### config.mk
export PLATFORM = sky130hd
export DESIGN_NAME = inst_mem_responder_flat
export DESIGN_NICKNAME = d
export VERILOG_FILES = /design/src/rtl/inst_mem_responder_if.sv /design/src/rtl/inst_mem_responder.sv /design/src/flat_wrapper.sv
export SDC_FILE = /design/constraint.sdc
export NUM_CORES = 2
export LEC_CHECK = 0
export CAP_MARGIN = 15
export CORE_UTILIZATION = 50
export DETAILED_ROUTE_END_ITERATION = 7
export GPL_ROUTABILITY_DRIVEN = 0
export PLACE_DENSITY = 0.69
export SLEW_MARGIN = 30
export SYNTH_ARGS = -nofsm -noshare
export SYNTH_HDL_FRONTEND = slang
export SYNTH_SLANG_ARGS = --single-unit
export TNS_END_PERCENT = 30
### constraint.sdc
create_clock -name clk -period 5 [get_ports clk]
set_input_delay 1 -clock clk [delete_from_list [all_inputs] [get_ports clk]]
set_output_delay 1 -clock clk [all_outputs]
set_load 0.02 [all_outputs]
### src/rtl/inst_mem_responder_if.sv
// Instruction-fetch handshake between the PC/fetch stage (master) and the
// instruction memory responder (slave): request channel plus response channel.
interface inst_mem_responder_if #(
   parameter int ADDR_W = 6,
   parameter int DATA_W = 32
);
   logic              req_valid;
   logic [ADDR_W-1:0] req_addr;
   logic              req_ready;
   logic              resp_valid;
   logic [DATA_W-1:0] resp_inst;
   logic              resp_ready;

   modport master (
      output req_valid,
      output req_addr,
      output resp_ready,
      input  req_ready,
      input  resp_valid,
      input  resp_inst
   );

   modport slave (
      input  req_valid,
      input  req_addr,
      input  resp_ready,
      output req_ready,
      output resp_valid,
      output resp_inst
   );
endinterface

### src/rtl/inst_mem_responder.sv
// Word-addressed instruction memory that answers fetches with one cycle of
// latency and holds responses under backpressure; a sequential load port fills it.
module inst_mem_responder #(
   parameter int ADDR_W = 6,
   parameter int DATA_W = 32
) (
   input  logic                 clk,
   input  logic                 rst,
   inst_mem_responder_if.slave  fetch,
   input  logic                 ld_start,
   input  logic                 ld_valid,
   input  logic [DATA_W-1:0]    ld_data,
   input  logic                 ld_last,
   output logic                 ld_active,
   output logic [ADDR_W:0]      ld_count
);

   typedef enum logic [0:0] {
      ST_SERVE = 1'b0,
      ST_LOAD  = 1'b1
   } state_t;

   state_t            state_r;
   logic              ld_active_r;
   logic [ADDR_W-1:0] ptr_r;
   logic [ADDR_W:0]   ld_count_r;
   logic              resp_valid_r;
   logic [DATA_W-1:0] resp_inst_r;
   logic [DATA_W-1:0] mem_r [0:(1 << ADDR_W) - 1];

   logic              load_on_s;
   logic              load_we_s;
   logic              load_done_s;
   logic [ADDR_W-1:0] eff_ptr_s;
   logic [ADDR_W-1:0] ptr_step_s;
   logic [ADDR_W:0]   cnt_step_s;
   logic              req_ready_s;
   logic              accept_s;

   // Load-port write decode, next pointer/count and the fetch handshake.
   always_comb begin
      load_on_s   = 1'b0;
      load_we_s   = 1'b0;
      load_done_s = 1'b0;
      eff_ptr_s   = ptr_r;
      ptr_step_s  = ptr_r;
      cnt_step_s  = ld_count_r;
      req_ready_s = 1'b0;
      accept_s    = 1'b0;

      // ld_start restarts the image at slot 0, even for a word arriving with it.
      if (ld_start) begin
         eff_ptr_s = {ADDR_W{1'b0}};
      end else begin
         eff_ptr_s = ptr_r;
      end

      load_on_s = ld_start || (state_r == ST_LOAD);

      if (!rst && load_on_s && ld_valid) begin
         load_we_s   = 1'b1;
         load_done_s = ld_last || (eff_ptr_s == {ADDR_W{1'b1}});
         ptr_step_s  = eff_ptr_s + {{(ADDR_W-1){1'b0}}, 1'b1};
         cnt_step_s  = {1'b0, eff_ptr_s} + {{ADDR_W{1'b0}}, 1'b1};
      end else begin
         load_we_s   = 1'b0;
         load_done_s = 1'b0;
         ptr_step_s  = eff_ptr_s;
         if (ld_start) begin
            cnt_step_s = {(ADDR_W+1){1'b0}};
         end else begin
            cnt_step_s = ld_count_r;
         end
      end

      if (!rst && (state_r == ST_SERVE) && !ld_start &&
          (!resp_valid_r || fetch.resp_ready)) begin
         req_ready_s = 1'b1;
      end else begin
         req_ready_s = 1'b0;
      end

      accept_s = fetch.req_valid && req_ready_s;
   end

   // SERVE/LOAD controller with load pointer and word counter.
   always_ff @(posedge clk) begin
      if (rst) begin
         state_r     <= ST_SERVE;
         ld_active_r <= 1'b0;
         ptr_r       <= {ADDR_W{1'b0}};
         ld_count_r  <= {(ADDR_W+1){1'b0}};
      end else begin
         case (state_r)
            ST_SERVE: begin
               if (ld_start) begin
                  ptr_r      <= ptr_step_s;
                  ld_count_r <= cnt_step_s;
                  if (load_done_s) begin
                     state_r     <= ST_SERVE;
                     ld_active_r <= 1'b0;
                  end else begin
                     state_r     <= ST_LOAD;
                     ld_active_r <= 1'b1;
                  end
               end else begin
                  state_r     <= ST_SERVE;
                  ld_active_r <= 1'b0;
               end
            end
            ST_LOAD: begin
               ptr_r      <= ptr_step_s;
               ld_count_r <= cnt_step_s;
               if (load_done_s) begin
                  state_r     <= ST_SERVE;
                  ld_active_r <= 1'b0;
               end else begin
                  state_r     <= ST_LOAD;
                  ld_active_r <= 1'b1;
               end
            end
            default: begin
               state_r     <= ST_SERVE;
               ld_active_r <= 1'b0;
               ptr_r       <= {ADDR_W{1'b0}};
               ld_count_r  <= {(ADDR_W+1){1'b0}};
            end
         endcase
      end
   end

   // Instruction storage; deliberately not cleared by reset.
   always_ff @(posedge clk) begin
      if (load_we_s) begin
         mem_r[eff_ptr_s] <= ld_data;
      end
   end

   // Response register: load on accept, hold while stalled, drop valid once taken.
   always_ff @(posedge clk) begin
      if (rst) begin
         resp_valid_r <= 1'b0;
         resp_inst_r  <= {DATA_W{1'b0}};
      end else if (accept_s) begin
         resp_valid_r <= 1'b1;
         resp_inst_r  <= mem_r[fetch.req_addr];
      end else if (fetch.resp_ready) begin
         resp_valid_r <= 1'b0;
         resp_inst_r  <= resp_inst_r;
      end else begin
         resp_valid_r <= resp_valid_r;
         resp_inst_r  <= resp_inst_r;
      end
   end

   assign fetch.req_ready  = req_ready_s;
   assign fetch.resp_valid = resp_valid_r;
   assign fetch.resp_inst  = resp_inst_r;
   assign ld_active        = ld_active_r;
   assign ld_count         = ld_count_r;

endmodule
### src/flat_wrapper.sv
// flat-port wrapper written by rule: the top's interface ports become plain ports
module inst_mem_responder_flat 
#(
   parameter int ADDR_W = 6,
   parameter int DATA_W = 32
)
  (clk, rst, ld_start, ld_valid, ld_data, ld_last, ld_active, ld_count, fetch_req_valid, fetch_req_addr, fetch_resp_ready, fetch_req_ready, fetch_resp_valid, fetch_resp_inst);
  inst_mem_responder_if #(.ADDR_W(ADDR_W), .DATA_W(DATA_W)) fetch_i ();
  input  logic clk;
  input  logic rst;
  input  logic ld_start;
  input  logic ld_valid;
  input  logic [DATA_W-1:0] ld_data;
  input  logic ld_last;
  output logic ld_active;
  output logic [ADDR_W:0] ld_count;
  input wire logic [$bits(fetch_i.req_valid)-1:0] fetch_req_valid;
  input wire logic [$bits(fetch_i.req_addr)-1:0] fetch_req_addr;
  input wire logic [$bits(fetch_i.resp_ready)-1:0] fetch_resp_ready;
  output wire logic [$bits(fetch_i.req_ready)-1:0] fetch_req_ready;
  output wire logic [$bits(fetch_i.resp_valid)-1:0] fetch_resp_valid;
  output wire logic [$bits(fetch_i.resp_inst)-1:0] fetch_resp_inst;
  assign fetch_i.req_valid = fetch_req_valid;
  assign fetch_i.req_addr = fetch_req_addr;
  assign fetch_i.resp_ready = fetch_resp_ready;
  assign fetch_req_ready = fetch_i.req_ready;
  assign fetch_resp_valid = fetch_i.resp_valid;
  assign fetch_resp_inst = fetch_i.resp_inst;
  inst_mem_responder #(.ADDR_W(ADDR_W), .DATA_W(DATA_W)) u_core (.clk(clk), .rst(rst), .fetch(fetch_i), .ld_start(ld_start), .ld_valid(ld_valid), .ld_data(ld_data), .ld_last(ld_last), .ld_active(ld_active), .ld_count(ld_count));
endmodule
==> summary.md <==
| Metric | Value |
|---|---|
| Commonest non-fill, non-tap cell in the layout | `sky130_fd_sc_hd__edfxtp_1` |
| Number of ports placed on the die boundary | `87` |
| Post-CTS sizing | `0` |
| Starting density of the core | `between 50% and 60%` |
| Data arrival time at the worst-slack endpoint | `2980 ps` |
| Most used cell along the critical path | `sky130_fd_sc_hd__buf_4` |
| Peak Freq | `0.251 GHz` |
| Critical path depth in cells | `6` |
| Worst R2R End | `u_core.mem_r[38][25]` |
| EDFF count, synth | `about 2,000` |
| Share of the yosys chip area belonging to registers | `between 70 and 80%` |
| Maximum root-to-sink buffer count | `3` |
| Largest fanout on the critical path | `17` |
| Largest net degree at the start of global routing | `82` |
| Max Cap Viol | `0` |
| Horizontal die dimension | `402 µm` |
| Final global-route overflow total | `0` |
| Final Routed Wirelength | `around 200,000 µm` |
| Number of levels the H-tree was split into | `4` |
| Via count of the first global-routing pass | `39,300` |
| Highest-count cells in the layout ignoring fill and taps | `sky130_fd_sc_hd__edfxtp_1, sky130_fd_sc_hd__mux4_2, sky130_fd_sc_hd__clkbuf_16` |
| Maximum VDD drop | `0.341 mV` |
| Height of the die | `402 µm` |
| Main synth FF type | `sky130_fd_sc_hd__edfxtp_1` |
| Antenna violations before repair | `5` |
| Num rows | `146` |
| Count of hold-fix buffers inserted at cts | `0` |
| Total buffers and inverters traversed by the critical path | `4` |
| Wire per inst | `32.2 µm` |
| Post-CTS clock slew at the launch and capture registers of the worst setup and hold paths | `60 ps` |
| DRC viols | `0` |
| Number of sinks handled by clock tree synthesis | `2,095` |
| Reg2reg path depth | `6` |
| Total Routing Usage GR | `24.6%` |
| Die Area | `162,000 µm²` |
| Clock network latency to the later pin of the worst-skew pair | `830 ps` |
| Cell types with the largest area share after synthesis | `sky130_fd_sc_hd__edfxtp_1, sky130_fd_sc_hd__mux4_2, sky130_fd_sc_hd__mux2i_1` |
| HPWL after detailed placement | `119,000 µm` |
| Type of the most critical hold path | `flip-flop to flip-flop` |
| Shortest period the worst path allows | `3980 ps` |
| Crit path max-delay family | `buffers and inverters` |
| Cell area reported after detailed placement | `84,400 µm²` |
| Area of the mapped netlist | `80,100 µm²` |
| Mapped Avg Cell Area | `21.7 µm²` |
| Status | `complete, no violations` |
| Post-route cell area | `slightly above 90,000 µm²` |
| Count of TritonRoute iterations in the first routing pass | `5` |
| Critical path class | `input pin to primary output` |
| P_leak | `between 20 and 30 nW` |
| Count of mapped cells out of synthesis | `between 3,000 and 4,000` |
| Post-synth top area cell | `sky130_fd_sc_hd__edfxtp_1` |
| Slowest cell delay on critical path | `620 ps` |
| Slew of the pin with the lowest slew margin | `between 800 and 900 ps` |
| Cell with the largest stage delay on the worst path | `sky130_fd_sc_hd__clkdlybuf4s50_1` |
| Post-synth cell types | `62` |
| Worst setup SP type | `input pin` |
| Unrepaired setup endpoints after global routing | `false` |
| Final Max Tran Viols | `0` |
| Reg-to-reg setup timing slack | `between 1500 and 2000 ps` |
| CTS tree | `built` |
| Fin Setup TNS | `0 ps` |
| # setup viols final | `0` |
| Total count of hold-check failures in the final report | `0` |
| Synth async-reset ratio | `0%` |
| Syn_nets | `3,741` |
| Cells along the critical path | `clkdlybuf4s50_1, buf_4, or2_2, nor3_1, buf_4, buf_4` |
| Number of DRC markers after the initial detailed-route iteration | `about 4,500` |
| Critical path required time | `~4000 ps` |
| Capturing instance or port of the critical path | `fetch_req_ready` |
| Via/cell ratio | `6.38` |
| Top-area cell type share of the netlist area | `76.8%` |
| Startpoint of the most critical setup path | `ld_start` |
| CTS root buf | `sky130_fd_sc_hd__clkbuf_16` |
| Beginning of the worst register-to-register path | `u_core.state_r` |
| Growth of design area from synthesis to finish | `13.4%` |
| Port Buffer Count | `86` |
| Final total power | `~36 mW` |
| Fraction of layout instances using a drive strength above 1 | `25.1%` |
| Relative max-transition margin | `40.3%` |
| #FFs+latches synth | `2,095` |
| Core outline area | `159,000 µm²` |
| Number of warning messages in the yosys log | `0` |
| P per Cell Area | `just under 400 nW/µm²` |
| Final period utilization | `79.6%` |
| Post-CTS setup repair buffer count | `0` |
| Number of nets still failing antenna checks after routing | `0` |
| # nets final | `4,002` |
| First-pass GRT wire length | `284,000 µm` |
| Number of buffers inserted during clock tree synthesis | `202` |
| Crit end category | `primary output` |
| Total number of vias | `39,500` |
| Post-Route Skew | `38.6 ps` |
==> layout make-up <==
class                      count  area [µm²]
clock inverter               109         957
inverter                       6        22.5
fill                       11300       68000
sequential                  2095       62400
timing repair buffer         265        2460
antenna                        5        12.5
tap                         2072        2590
clock buffer                 263        5380
multi-input combinational   1385       16900
==> cell families (layout without fill, tap and decap cells) <==
logic type	after synthesis	after routing	synth area share, %
buffers and inverters	214	643	1.59
adders and majority gates	2	2	0.0313
xor gates and xnor gates	2	2	0.0219
DFF	2095	2095	78.0
AOI/OAI and AO/OA	406	406	3.56
other	0	5	0
and+or+nand+nor	349	349	2.23
muxes	626	626	14.6
==> cells in the mapped netlist (4+ instances only) <==
cell type	count
sky130_fd_sc_hd__and2_1	6
sky130_fd_sc_hd__buf_2	86
sky130_fd_sc_hd__mux2i_1	167
sky130_fd_sc_hd__o211ai_1	7
sky130_fd_sc_hd__nand2b_1	8
sky130_fd_sc_hd__or4_1	13
sky130_fd_sc_hd__a31oi_1	4
sky130_fd_sc_hd__dfxtp_1	47
sky130_fd_sc_hd__a21oi_1	82
sky130_fd_sc_hd__or3_1	4
sky130_fd_sc_hd__o22ai_1	26
sky130_fd_sc_hd__nor2b_1	29
sky130_fd_sc_hd__nor2_1	95
sky130_fd_sc_hd__buf_1	5
sky130_fd_sc_hd__clkbuf_1	49
sky130_fd_sc_hd__mux2_2	31
sky130_fd_sc_hd__nand4_1	14
sky130_fd_sc_hd__edfxtp_1	2048
sky130_fd_sc_hd__a32oi_1	11
sky130_fd_sc_hd__mux4_2	428
sky130_fd_sc_hd__and3_1	11
sky130_fd_sc_hd__nand4b_1	7
sky130_fd_sc_hd__or2_2	4
sky130_fd_sc_hd__a22o_1	8
sky130_fd_sc_hd__buf_6	28
sky130_fd_sc_hd__o221ai_1	23
sky130_fd_sc_hd__o21ai_1	6
sky130_fd_sc_hd__a211o_1	12
sky130_fd_sc_hd__nand2_1	61
sky130_fd_sc_hd__a211oi_1	15
sky130_fd_sc_hd__o21ai_0	19
sky130_fd_sc_hd__a211oi_2	4
sky130_fd_sc_hd__nand3_1	61
sky130_fd_sc_hd__inv_1	5
sky130_fd_sc_hd__a32o_1	4
sky130_fd_sc_hd__buf_4	40
sky130_fd_sc_hd__a22oi_1	177
sky130_fd_sc_hd__nor3_1	20
==> through the flow <==
step | worst slack (ps) | instances | hold WS (ps) | util, %
floorplan | 1080 | 3694 | 528 | -
global placement | 912 | 5822 | 518 | 53.1
detailed placement | 870 | 5823 | 518 | 53.2
CTS | 1070 | 6195 | 527 | 57.2
global route | 984 | 6195 | 557 | 57.2
finish | 1020 | 6200 | 515 | 57.2
==> worst register-to-register path: cells and delay by family (launching register included) <==
kind / cells / cell delay [ps]
buffers and inverters: 2 / 890
and+or+nand+nor: 3 / 880
DFF: 1 / 820
AOI/OAI and AO/OA: 1 / 290
==> power breakdown <==
group | switching (mW) | leakage [nW] | internal (mW) | total [mW]
Clock | 6.39 | 3.08 | 8.25 | 14.6
Combinational | 0.988 | 6.59 | 0.557 | 1.54
Sequential | 0.0505 | 18.8 | 19.3 | 19.3
==> sequential cells by signal (all words and copies together) (netlist names) <==
register                 flops
u_core.fetch.resp_inst      32
u_core.fetch.resp_valid      1
u_core.ld_count              7
u_core.mem_r              2048
u_core.ptr_r                 6
u_core.state_r               1
==> worst min-delay path by stage <==
| stage | to | depth (start not counted) | from | slack [ps] |
|---|---|---|---|---|
| 6_report | u_core.ld_count[0] | 2 | u_core.ld_count[0] | 520 |
| 5_1_grt | u_core.ld_count[0] | 2 | u_core.ld_count[0] | 560 |
| 4_1_cts | u_core.ld_count[0] | 2 | u_core.ld_count[0] | 530 |
| 3_5_place_dp | u_core.ld_count[0] | 2 | u_core.ld_count[0] | 520 |
| 3_3_place_gp | u_core.ld_count[0] | 2 | u_core.ld_count[0] | 520 |
| 2_1_floorplan | u_core.ld_count[0] | 2 | u_core.ld_count[0] | 530 |
==> routing by layer <==
layer / wire length [µm] / up-vias / track usage (%)
met2: 95700 / 1938 / 38.6
met5: 23 / - / 0
met3: 16700 / 326 / 4.53
li1: - / 16200 / -
met4: 8510 / 4 / 10.5
met1: 78500 / 21100 / 34.2
Power figures use the tool's default switching activity.
